===== config.mk =====
export PLATFORM = sky130hd
export DESIGN_NAME = cache_control_nway_flat
export DESIGN_NICKNAME = d
export VERILOG_FILES = /design/src/rtl/cache_control_nway_if.sv /design/src/rtl/cache_control_nway.sv /design/src/flat_wrapper.sv
export SDC_FILE = /design/constraint.sdc
export NUM_CORES = 1
export LEC_CHECK = 0
export ABC_AREA = 1
export CAP_MARGIN = 20
export CELL_PAD_IN_SITES_DETAIL_PLACEMENT = 0
export CELL_PAD_IN_SITES_GLOBAL_PLACEMENT = 1
export CORE_MARGIN = 2
export CORE_UTILIZATION = 26
export CTS_CLUSTER_DIAMETER = 40
export CTS_CLUSTER_SIZE = 25
export DETAILED_ROUTE_END_ITERATION = 12
export PLACE_DENSITY = 0.77
export SYNTH_ARGS = -nofsm -noshare
export SYNTH_HDL_FRONTEND = slang
export SYNTH_SLANG_ARGS = --single-unit

===== constraint.sdc =====
create_clock -name clk -period 1.7 [get_ports clk]
set_input_delay 0.34 -clock clk [delete_from_list [all_inputs] [get_ports clk]]
set_output_delay 0.34 -clock clk [all_outputs]
set_load 0.1 [all_outputs]

===== src/rtl/cache_control_nway_if.sv =====
// Shared select encodings and the controller <-> datapath/RAM/CPU bundle.
// master = controller side, slave = CPU/datapath/RAM side.
package cache_control_nway_pkg;
  typedef enum logic {CPU_DATA = 1'b0, RAM_DATA = 1'b1} write_data_sel_t;
  typedef enum logic [1:0] {CPU_EN = 2'd0, ALL_EN = 2'd1, NONE_EN = 2'd2} write_en_sel_t;
  typedef enum logic {CPU_ADDR = 1'b0, TAG_ADDR = 1'b1} ram_addr_sel_t;
endpackage

interface cache_control_nway_if
  import cache_control_nway_pkg::*;
#(
  parameter int s_index  = 3,
  parameter int num_ways = 4,
  parameter int width    = $clog2(num_ways)
);
  logic                mem_read, mem_write, flush_req;
  logic                hit;
  logic [width-1:0]    hit_way;
  logic [num_ways-1:0] valid_out, dirty_out;
  logic [width-1:0]    plru_way;
  logic                ram_resp_o;

  logic                mem_resp, load;
  write_data_sel_t     write_data_sel;
  write_en_sel_t       write_en_sel;
  logic                valid, dirty, lru_load;
  logic [width-1:0]    way_sel;
  ram_addr_sel_t       ram_addr_sel;
  logic                index_sel;
  logic [s_index-1:0]  flush_index;
  logic                ram_read_i, ram_write_i, flush_done;

  modport master (
    input  mem_read, mem_write, flush_req, hit, hit_way, valid_out, dirty_out,
           plru_way, ram_resp_o,
    output mem_resp, load, write_data_sel, write_en_sel, valid, dirty, lru_load,
           way_sel, ram_addr_sel, index_sel, flush_index, ram_read_i, ram_write_i,
           flush_done
  );

  modport slave (
    output mem_read, mem_write, flush_req, hit, hit_way, valid_out, dirty_out,
           plru_way, ram_resp_o,
    input  mem_resp, load, write_data_sel, write_en_sel, valid, dirty, lru_load,
           way_sel, ram_addr_sel, index_sel, flush_index, ram_read_i, ram_write_i,
           flush_done
  );
endinterface


===== src/rtl/cache_control_nway.sv =====
// N-way write-back/write-allocate cache controller FSM with full-cache flush.
// Optional CACHE_PERF_COUNT_EN adds req_count/hit_count/wb_count outputs.
module cache_control_nway
  import cache_control_nway_pkg::*;
#(
  parameter int s_index  = 3,
  parameter int num_ways = 4,
  parameter int width    = $clog2(num_ways)
) (
  input  logic clk,
  input  logic rst_n,
  cache_control_nway_if.master bus
`ifdef CACHE_PERF_COUNT_EN
  ,
  output logic [31:0] req_count,
  output logic [31:0] hit_count,
  output logic [31:0] wb_count
`endif
);

  localparam logic [2:0] IDLE       = 3'd0;
  localparam logic [2:0] LOOKUP     = 3'd1;
  localparam logic [2:0] WRITEBACK  = 3'd2;
  localparam logic [2:0] FETCH      = 3'd3;
  localparam logic [2:0] RESPOND    = 3'd4;
  localparam logic [2:0] FLUSH_SCAN = 3'd5;
  localparam logic [2:0] FLUSH_WB   = 3'd6;
  localparam logic [2:0] FLUSH_DONE = 3'd7;

  logic [2:0] state, state_n;
  logic [width-1:0] victim, victim_q;
  logic victim_ld, flush_adv, flush_clr;

  // {set, way} as one counter: way advances first and carries into set.
  logic [s_index+width-1:0] flush_cnt;
  logic [width-1:0]         flush_way;
  logic                     flush_last;

  assign flush_way       = flush_cnt[width-1:0];
  assign bus.flush_index = flush_cnt[s_index+width-1:width];
  assign flush_last      = &flush_cnt;

  // Lowest-index invalid way wins; otherwise fall back to PLRU.
  always_comb begin
    victim = bus.plru_way;
    for (int i = num_ways-1; i >= 0; i--)
      if (!bus.valid_out[i]) victim = width'(i);
  end

  always_comb begin
    state_n            = state;
    victim_ld          = 1'b0;
    flush_adv          = 1'b0;
    flush_clr          = 1'b0;
    bus.mem_resp       = 1'b0;
    bus.load           = 1'b0;
    bus.write_data_sel = CPU_DATA;
    bus.write_en_sel   = CPU_EN;
    bus.valid          = 1'b0;
    bus.dirty          = 1'b0;
    bus.lru_load       = 1'b0;
    bus.way_sel        = '0;
    bus.ram_addr_sel   = CPU_ADDR;
    bus.index_sel      = 1'b0;
    bus.ram_read_i     = 1'b0;
    bus.ram_write_i    = 1'b0;
    bus.flush_done     = 1'b0;
    case (state)
      IDLE: begin
        if (bus.flush_req)                    state_n = FLUSH_SCAN;
        else if (bus.mem_read || bus.mem_write) state_n = LOOKUP;
      end
      LOOKUP: begin
        if (bus.hit) begin
          bus.mem_resp = 1'b1;
          bus.lru_load = 1'b1;
          bus.way_sel  = bus.hit_way;
          if (bus.mem_write) begin
            bus.load  = 1'b1;
            bus.valid = 1'b1;
            bus.dirty = 1'b1;
          end
          state_n = IDLE;
        end else begin
          victim_ld = 1'b1;
          state_n   = (bus.valid_out[victim] && bus.dirty_out[victim]) ? WRITEBACK : FETCH;
        end
      end
      WRITEBACK: begin
        bus.way_sel      = victim_q;
        bus.ram_addr_sel = TAG_ADDR;
        bus.ram_write_i  = 1'b1;
        if (bus.ram_resp_o) state_n = FETCH;
      end
      FETCH: begin
        bus.way_sel    = victim_q;
        bus.ram_read_i = 1'b1;
        if (bus.ram_resp_o) begin
          bus.load           = 1'b1;
          bus.write_data_sel = RAM_DATA;
          bus.write_en_sel   = ALL_EN;
          bus.valid          = 1'b1;
          state_n            = RESPOND;
        end
      end
      RESPOND: begin
        bus.mem_resp = 1'b1;
        bus.lru_load = 1'b1;
        bus.way_sel  = victim_q;
        if (bus.mem_write) begin
          bus.load  = 1'b1;
          bus.valid = 1'b1;
          bus.dirty = 1'b1;
        end
        state_n = IDLE;
      end
      FLUSH_SCAN: begin
        bus.index_sel = 1'b1;
        bus.way_sel   = flush_way;
        if (bus.valid_out[flush_way] && bus.dirty_out[flush_way]) state_n = FLUSH_WB;
        else if (flush_last)                                      state_n = FLUSH_DONE;
        else                                                      flush_adv = 1'b1;
      end
      FLUSH_WB: begin
        bus.index_sel    = 1'b1;
        bus.way_sel      = flush_way;
        bus.ram_addr_sel = TAG_ADDR;
        bus.ram_write_i  = 1'b1;
        if (bus.ram_resp_o) begin
          // Metadata-only write: keep the line valid, mark it clean.
          bus.load         = 1'b1;
          bus.write_en_sel = NONE_EN;
          bus.valid        = 1'b1;
          if (flush_last) state_n = FLUSH_DONE;
          else begin
            flush_adv = 1'b1;
            state_n   = FLUSH_SCAN;
          end
        end
      end
      FLUSH_DONE: begin
        bus.flush_done = 1'b1;
        flush_clr      = 1'b1;
        state_n        = IDLE;
      end
      default: begin
        state_n            = 'x;
        victim_ld          = 1'bx;
        flush_adv          = 1'bx;
        flush_clr          = 1'bx;
        bus.mem_resp       = 1'bx;
        bus.load           = 1'bx;
        bus.write_data_sel = write_data_sel_t'(1'bx);
        bus.write_en_sel   = write_en_sel_t'(2'bxx);
        bus.valid          = 1'bx;
        bus.dirty          = 1'bx;
        bus.lru_load       = 1'bx;
        bus.way_sel        = 'x;
        bus.ram_addr_sel   = ram_addr_sel_t'(1'bx);
        bus.index_sel      = 1'bx;
        bus.ram_read_i     = 1'bx;
        bus.ram_write_i    = 1'bx;
        bus.flush_done     = 1'bx;
      end
    endcase
  end

  always_ff @(posedge clk or negedge rst_n) begin
    if (!rst_n) begin
      state     <= IDLE;
      victim_q  <= '0;
      flush_cnt <= '0;
    end else begin
      state <= state_n;
      if (victim_ld) victim_q <= victim;
      if (flush_clr)      flush_cnt <= '0;
      else if (flush_adv) flush_cnt <= flush_cnt + 1'b1;
    end
  end

`ifdef CACHE_PERF_COUNT_EN
  always_ff @(posedge clk or negedge rst_n) begin
    if (!rst_n) begin
      req_count <= '0;
      hit_count <= '0;
      wb_count  <= '0;
    end else begin
      if (state == IDLE && !bus.flush_req && (bus.mem_read || bus.mem_write))
        req_count <= req_count + 1'b1;
      if (state == LOOKUP && bus.hit)
        hit_count <= hit_count + 1'b1;
      if ((state == WRITEBACK || state == FLUSH_WB) && bus.ram_resp_o)
        wb_count <= wb_count + 1'b1;
    end
  end
`endif

endmodule


===== src/flat_wrapper.sv =====
// flat-port wrapper written by rule: the top's interface ports become plain ports
module cache_control_nway_flat import cache_control_nway_pkg::*;
#(
  parameter int s_index  = 3,
  parameter int num_ways = 4,
  parameter int width    = $clog2(num_ways)
)
  (clk, rst_n, bus_mem_read, bus_mem_write, bus_flush_req, bus_hit, bus_hit_way, bus_valid_out, bus_dirty_out, bus_plru_way, bus_ram_resp_o, bus_mem_resp, bus_load, bus_write_data_sel, bus_write_en_sel, bus_valid, bus_dirty, bus_lru_load, bus_way_sel, bus_ram_addr_sel, bus_index_sel, bus_flush_index, bus_ram_read_i, bus_ram_write_i, bus_flush_done);
  cache_control_nway_if #(.s_index(s_index), .num_ways(num_ways), .width(width)) bus_i ();
  input  logic clk;
  input  logic rst_n;
  input wire logic [$bits(bus_i.mem_read)-1:0] bus_mem_read;
  input wire logic [$bits(bus_i.mem_write)-1:0] bus_mem_write;
  input wire logic [$bits(bus_i.flush_req)-1:0] bus_flush_req;
  input wire logic [$bits(bus_i.hit)-1:0] bus_hit;
  input wire logic [$bits(bus_i.hit_way)-1:0] bus_hit_way;
  input wire logic [$bits(bus_i.valid_out)-1:0] bus_valid_out;
  input wire logic [$bits(bus_i.dirty_out)-1:0] bus_dirty_out;
  input wire logic [$bits(bus_i.plru_way)-1:0] bus_plru_way;
  input wire logic [$bits(bus_i.ram_resp_o)-1:0] bus_ram_resp_o;
  output wire logic [$bits(bus_i.mem_resp)-1:0] bus_mem_resp;
  output wire logic [$bits(bus_i.load)-1:0] bus_load;
  output wire logic [$bits(bus_i.write_data_sel)-1:0] bus_write_data_sel;
  output wire logic [$bits(bus_i.write_en_sel)-1:0] bus_write_en_sel;
  output wire logic [$bits(bus_i.valid)-1:0] bus_valid;
  output wire logic [$bits(bus_i.dirty)-1:0] bus_dirty;
  output wire logic [$bits(bus_i.lru_load)-1:0] bus_lru_load;
  output wire logic [$bits(bus_i.way_sel)-1:0] bus_way_sel;
  output wire logic [$bits(bus_i.ram_addr_sel)-1:0] bus_ram_addr_sel;
  output wire logic [$bits(bus_i.index_sel)-1:0] bus_index_sel;
  output wire logic [$bits(bus_i.flush_index)-1:0] bus_flush_index;
  output wire logic [$bits(bus_i.ram_read_i)-1:0] bus_ram_read_i;
  output wire logic [$bits(bus_i.ram_write_i)-1:0] bus_ram_write_i;
  output wire logic [$bits(bus_i.flush_done)-1:0] bus_flush_done;
  assign bus_i.mem_read = bus_mem_read;
  assign bus_i.mem_write = bus_mem_write;
  assign bus_i.flush_req = bus_flush_req;
  assign bus_i.hit = bus_hit;
  assign bus_i.hit_way = bus_hit_way;
  assign bus_i.valid_out = bus_valid_out;
  assign bus_i.dirty_out = bus_dirty_out;
  assign bus_i.plru_way = bus_plru_way;
  assign bus_i.ram_resp_o = bus_ram_resp_o;
  assign bus_mem_resp = bus_i.mem_resp;
  assign bus_load = bus_i.load;
  assign bus_write_data_sel = bus_i.write_data_sel;
  assign bus_write_en_sel = bus_i.write_en_sel;
  assign bus_valid = bus_i.valid;
  assign bus_dirty = bus_i.dirty;
  assign bus_lru_load = bus_i.lru_load;
  assign bus_way_sel = bus_i.way_sel;
  assign bus_ram_addr_sel = bus_i.ram_addr_sel;
  assign bus_index_sel = bus_i.index_sel;
  assign bus_flush_index = bus_i.flush_index;
  assign bus_ram_read_i = bus_i.ram_read_i;
  assign bus_ram_write_i = bus_i.ram_write_i;
  assign bus_flush_done = bus_i.flush_done;
  cache_control_nway #(.s_index(s_index), .num_ways(num_ways), .width(width)) u_core (.clk(clk), .rst_n(rst_n), .bus(bus_i));
endmodule

==> results.tsv <==
metric	value	unit
status	finished, violations left	
violated checks	setup timing	
final setup margin	-0.164	ns
Initial DRC Count	24	
via count	1062	
Hold Vio Cnt, Final	0	
DRC	0	
starting density of the core	0.270	
row count	21	
crit-path cells	buf_12 -> inv_4 -> nor3_2 -> inv_2 -> o21ai_2 -> nand2_2 -> nand3_4 -> buf_12	
EDFF count, synth	0	
DR vias/cell	4.54	
Hold Crit Class	in2async	
clock sinks	10	
Worst setup SP type	flop	
root buf cell	clkbuf_4	
H-tree depth	1	
worst-path fanout max	7	
cts-stage hold buffer count	0	
I/O Pins	37	
Port Buf Inserts	36	
Max-Cap Viols	0	
TritonCTS Buffers	3	
CTS tree	yes	
top cells by count, synth	nand2_1, nand3_1, inv_1	
Core ar.	3340	sq um
Placement Setup Slack	-0.162	ns
Post-synth top flop	dfrtp_1	
register area share after synthesis	0.278	
Setup Viol. Count Final	11	
Setup Skew	0.000695	ns
Routed WL per cell	11.7	um
Fmax	0.536	GHz
YS warnings	0	
critical setup path kind	reg2out	
min Tclk post-route	1.86	ns
fin cells	234	
layout cells sized above 1	0.447	
post-synth top area share	0.278	
Inst Count DP	223	
grt total ovfl	0	
Avg Cell Area, Syn	6.62	sq um
DRT Pass-1 Iters	4	
clk slew on worst S/H paths	0.07	ns
most common cell in the netlist	nand2_1	
worst skew pair latency	0.26	ns
Final Max Tran Viols	0	
most frequent CP cell	buf_12	
initial antenna violation count	0	
Inserted Diodes	0	
DIE AREA	3950	sq um
Mapped Cells	136	
syn nets	157	
Synth async-reset ratio	1.00	
DIE WIDTH	62.9	um
DP HPWL	2140	um
Total GRT Usage	0.145	
Final Cycle Share	1.10	
highest-delay cell along the critical path	dfrtp_1	
RSZ-0062 raised after global routing	true	
gp weighted congestion	0.840	
drt total wl	2740	um
hold_ws	0.400	ns
first-pass GRT wire length	4710	um
pin count of the biggest net entering global routing	11	
most area-hungry cell type in the Yosys netlist	dfrtp_1	
Clock Path Buffers	2	
Largest stage delay, worst path	0.37	ns
Post-DRT Antenna Nets	0	
Cell Area, Synth	901	sq um
Worst setup EP type	output port	
unique cell type count in the Yosys netlist	26	
Synth Register Bits	10	
area grow syn2layout	101	%
vias in the first global route	1074	
Synth area leaders	dfrtp_1, nand2_1, nand3_1	
Slew headroom	0.682	
Critical Path AT	1.52	ns
Nets	210	
slew at the pin closest to its max-slew limit	0.475	ns
height of the die	62.9	um
WP data required	1.36	ns
[worst max-delay path: cells and delay by family (launching register included)]
kind                   cells  cell delay [ns]
and+or+nand+nor            3             0.33
buffers and inverters      4             0.45
AOI/OAI and AO/OA          1             0.09
DFF                        1             0.37
[cells by family after synthesis]
family | Yosys count | share of synthesized area
DFF | 10 | 0.278
AOI/OAI and AO/OA | 13 | 0.0792
xor gates and xnor gates | 1 | 0.00972
adders and majority gates | 2 | 0.0278
and+or+nand+nor | 80 | 0.443
buffers and inverters | 30 | 0.162
[repair_timing]
item,CTS,global route
buffers inserted,6,1
endpoints found under the hold margin,0,0
endpoints found under the setup margin,13,21
gates cloned,0,0
gates resized for setup,17,5
pin swaps,11,0
[worst paths after layout]
path                                     start                  to  slack, ns  cells after the start
max                            u_core.state[2]      bus_way_sel[1]      -0.16                      8
min                                      rst_n     u_core.state[2]       0.40                      1
max reg2reg                u_core.flush_cnt[0]     u_core.state[0]       0.09                      8
min reg2reg                 u_core.victim_q[1]  u_core.victim_q[1]       0.57                      2
max in group asynchronous                rst_n     u_core.state[0]       0.95                      1
min in group clk            u_core.victim_q[1]  u_core.victim_q[1]       0.57                      2
[cell usage in the layout (no fill, tap or decap), types with 4 or more instances in the layout]
| cell | netlist | layout |
|---|---|---|
| buf_4 | 7 | 17 |
| nor2_1 | 9 | 5 |
| nand3_1 | 20 | 17 |
| nand2_4 | 1 | 4 |
| dfrtp_1 | 10 | 8 |
| nand2_1 | 33 | 23 |
| buf_12 | 0 | 19 |
| inv_2 | 4 | 5 |
| a21oi_1 | 8 | 8 |
| clkdlybuf4s50_1 | 0 | 17 |
| inv_1 | 18 | 11 |
| nand2_2 | 3 | 8 |
[metal layers]
layer / share of wire / GRT usage
met5: 0 / 0
met4: 0 / 0.0556
met3: 0.041 / 0.0270
met2: 0.54 / 0.255
met1: 0.42 / 0.174
[flip-flops by register name, indices dropped and copies added, names as in the netlist]
signal / flops
u_core.flush_cnt: 5
u_core.victim_q: 2
u_core.state: 3
[layout make-up]
type                            count  area (sq um)
Clock buffer                        4          26.3
Timing Repair Buffer               56           709
Fill cell                         316          1530
Multi-Input combinational cell     96           662
Tap cell                           46          57.6
Inverter                           22           103
Sequential cell                    10           253
[metrics by stage]
step | utilization | area (sq um) | TNS (ns)
after floorplan | - | 1050 | -7.02
after global placement | 0.501 | 1670 | -0.777
after detailed placement | 0.501 | 1670 | -1.16
after CTS | 0.535 | 1790 | -1.34
after global routing | 0.543 | 1810 | -2.14
final | 0.543 | 1810 | -1.23
Power is not shown: default switching activity piles up to over one toggle a cycle in this logic, so the estimate is an artifact.
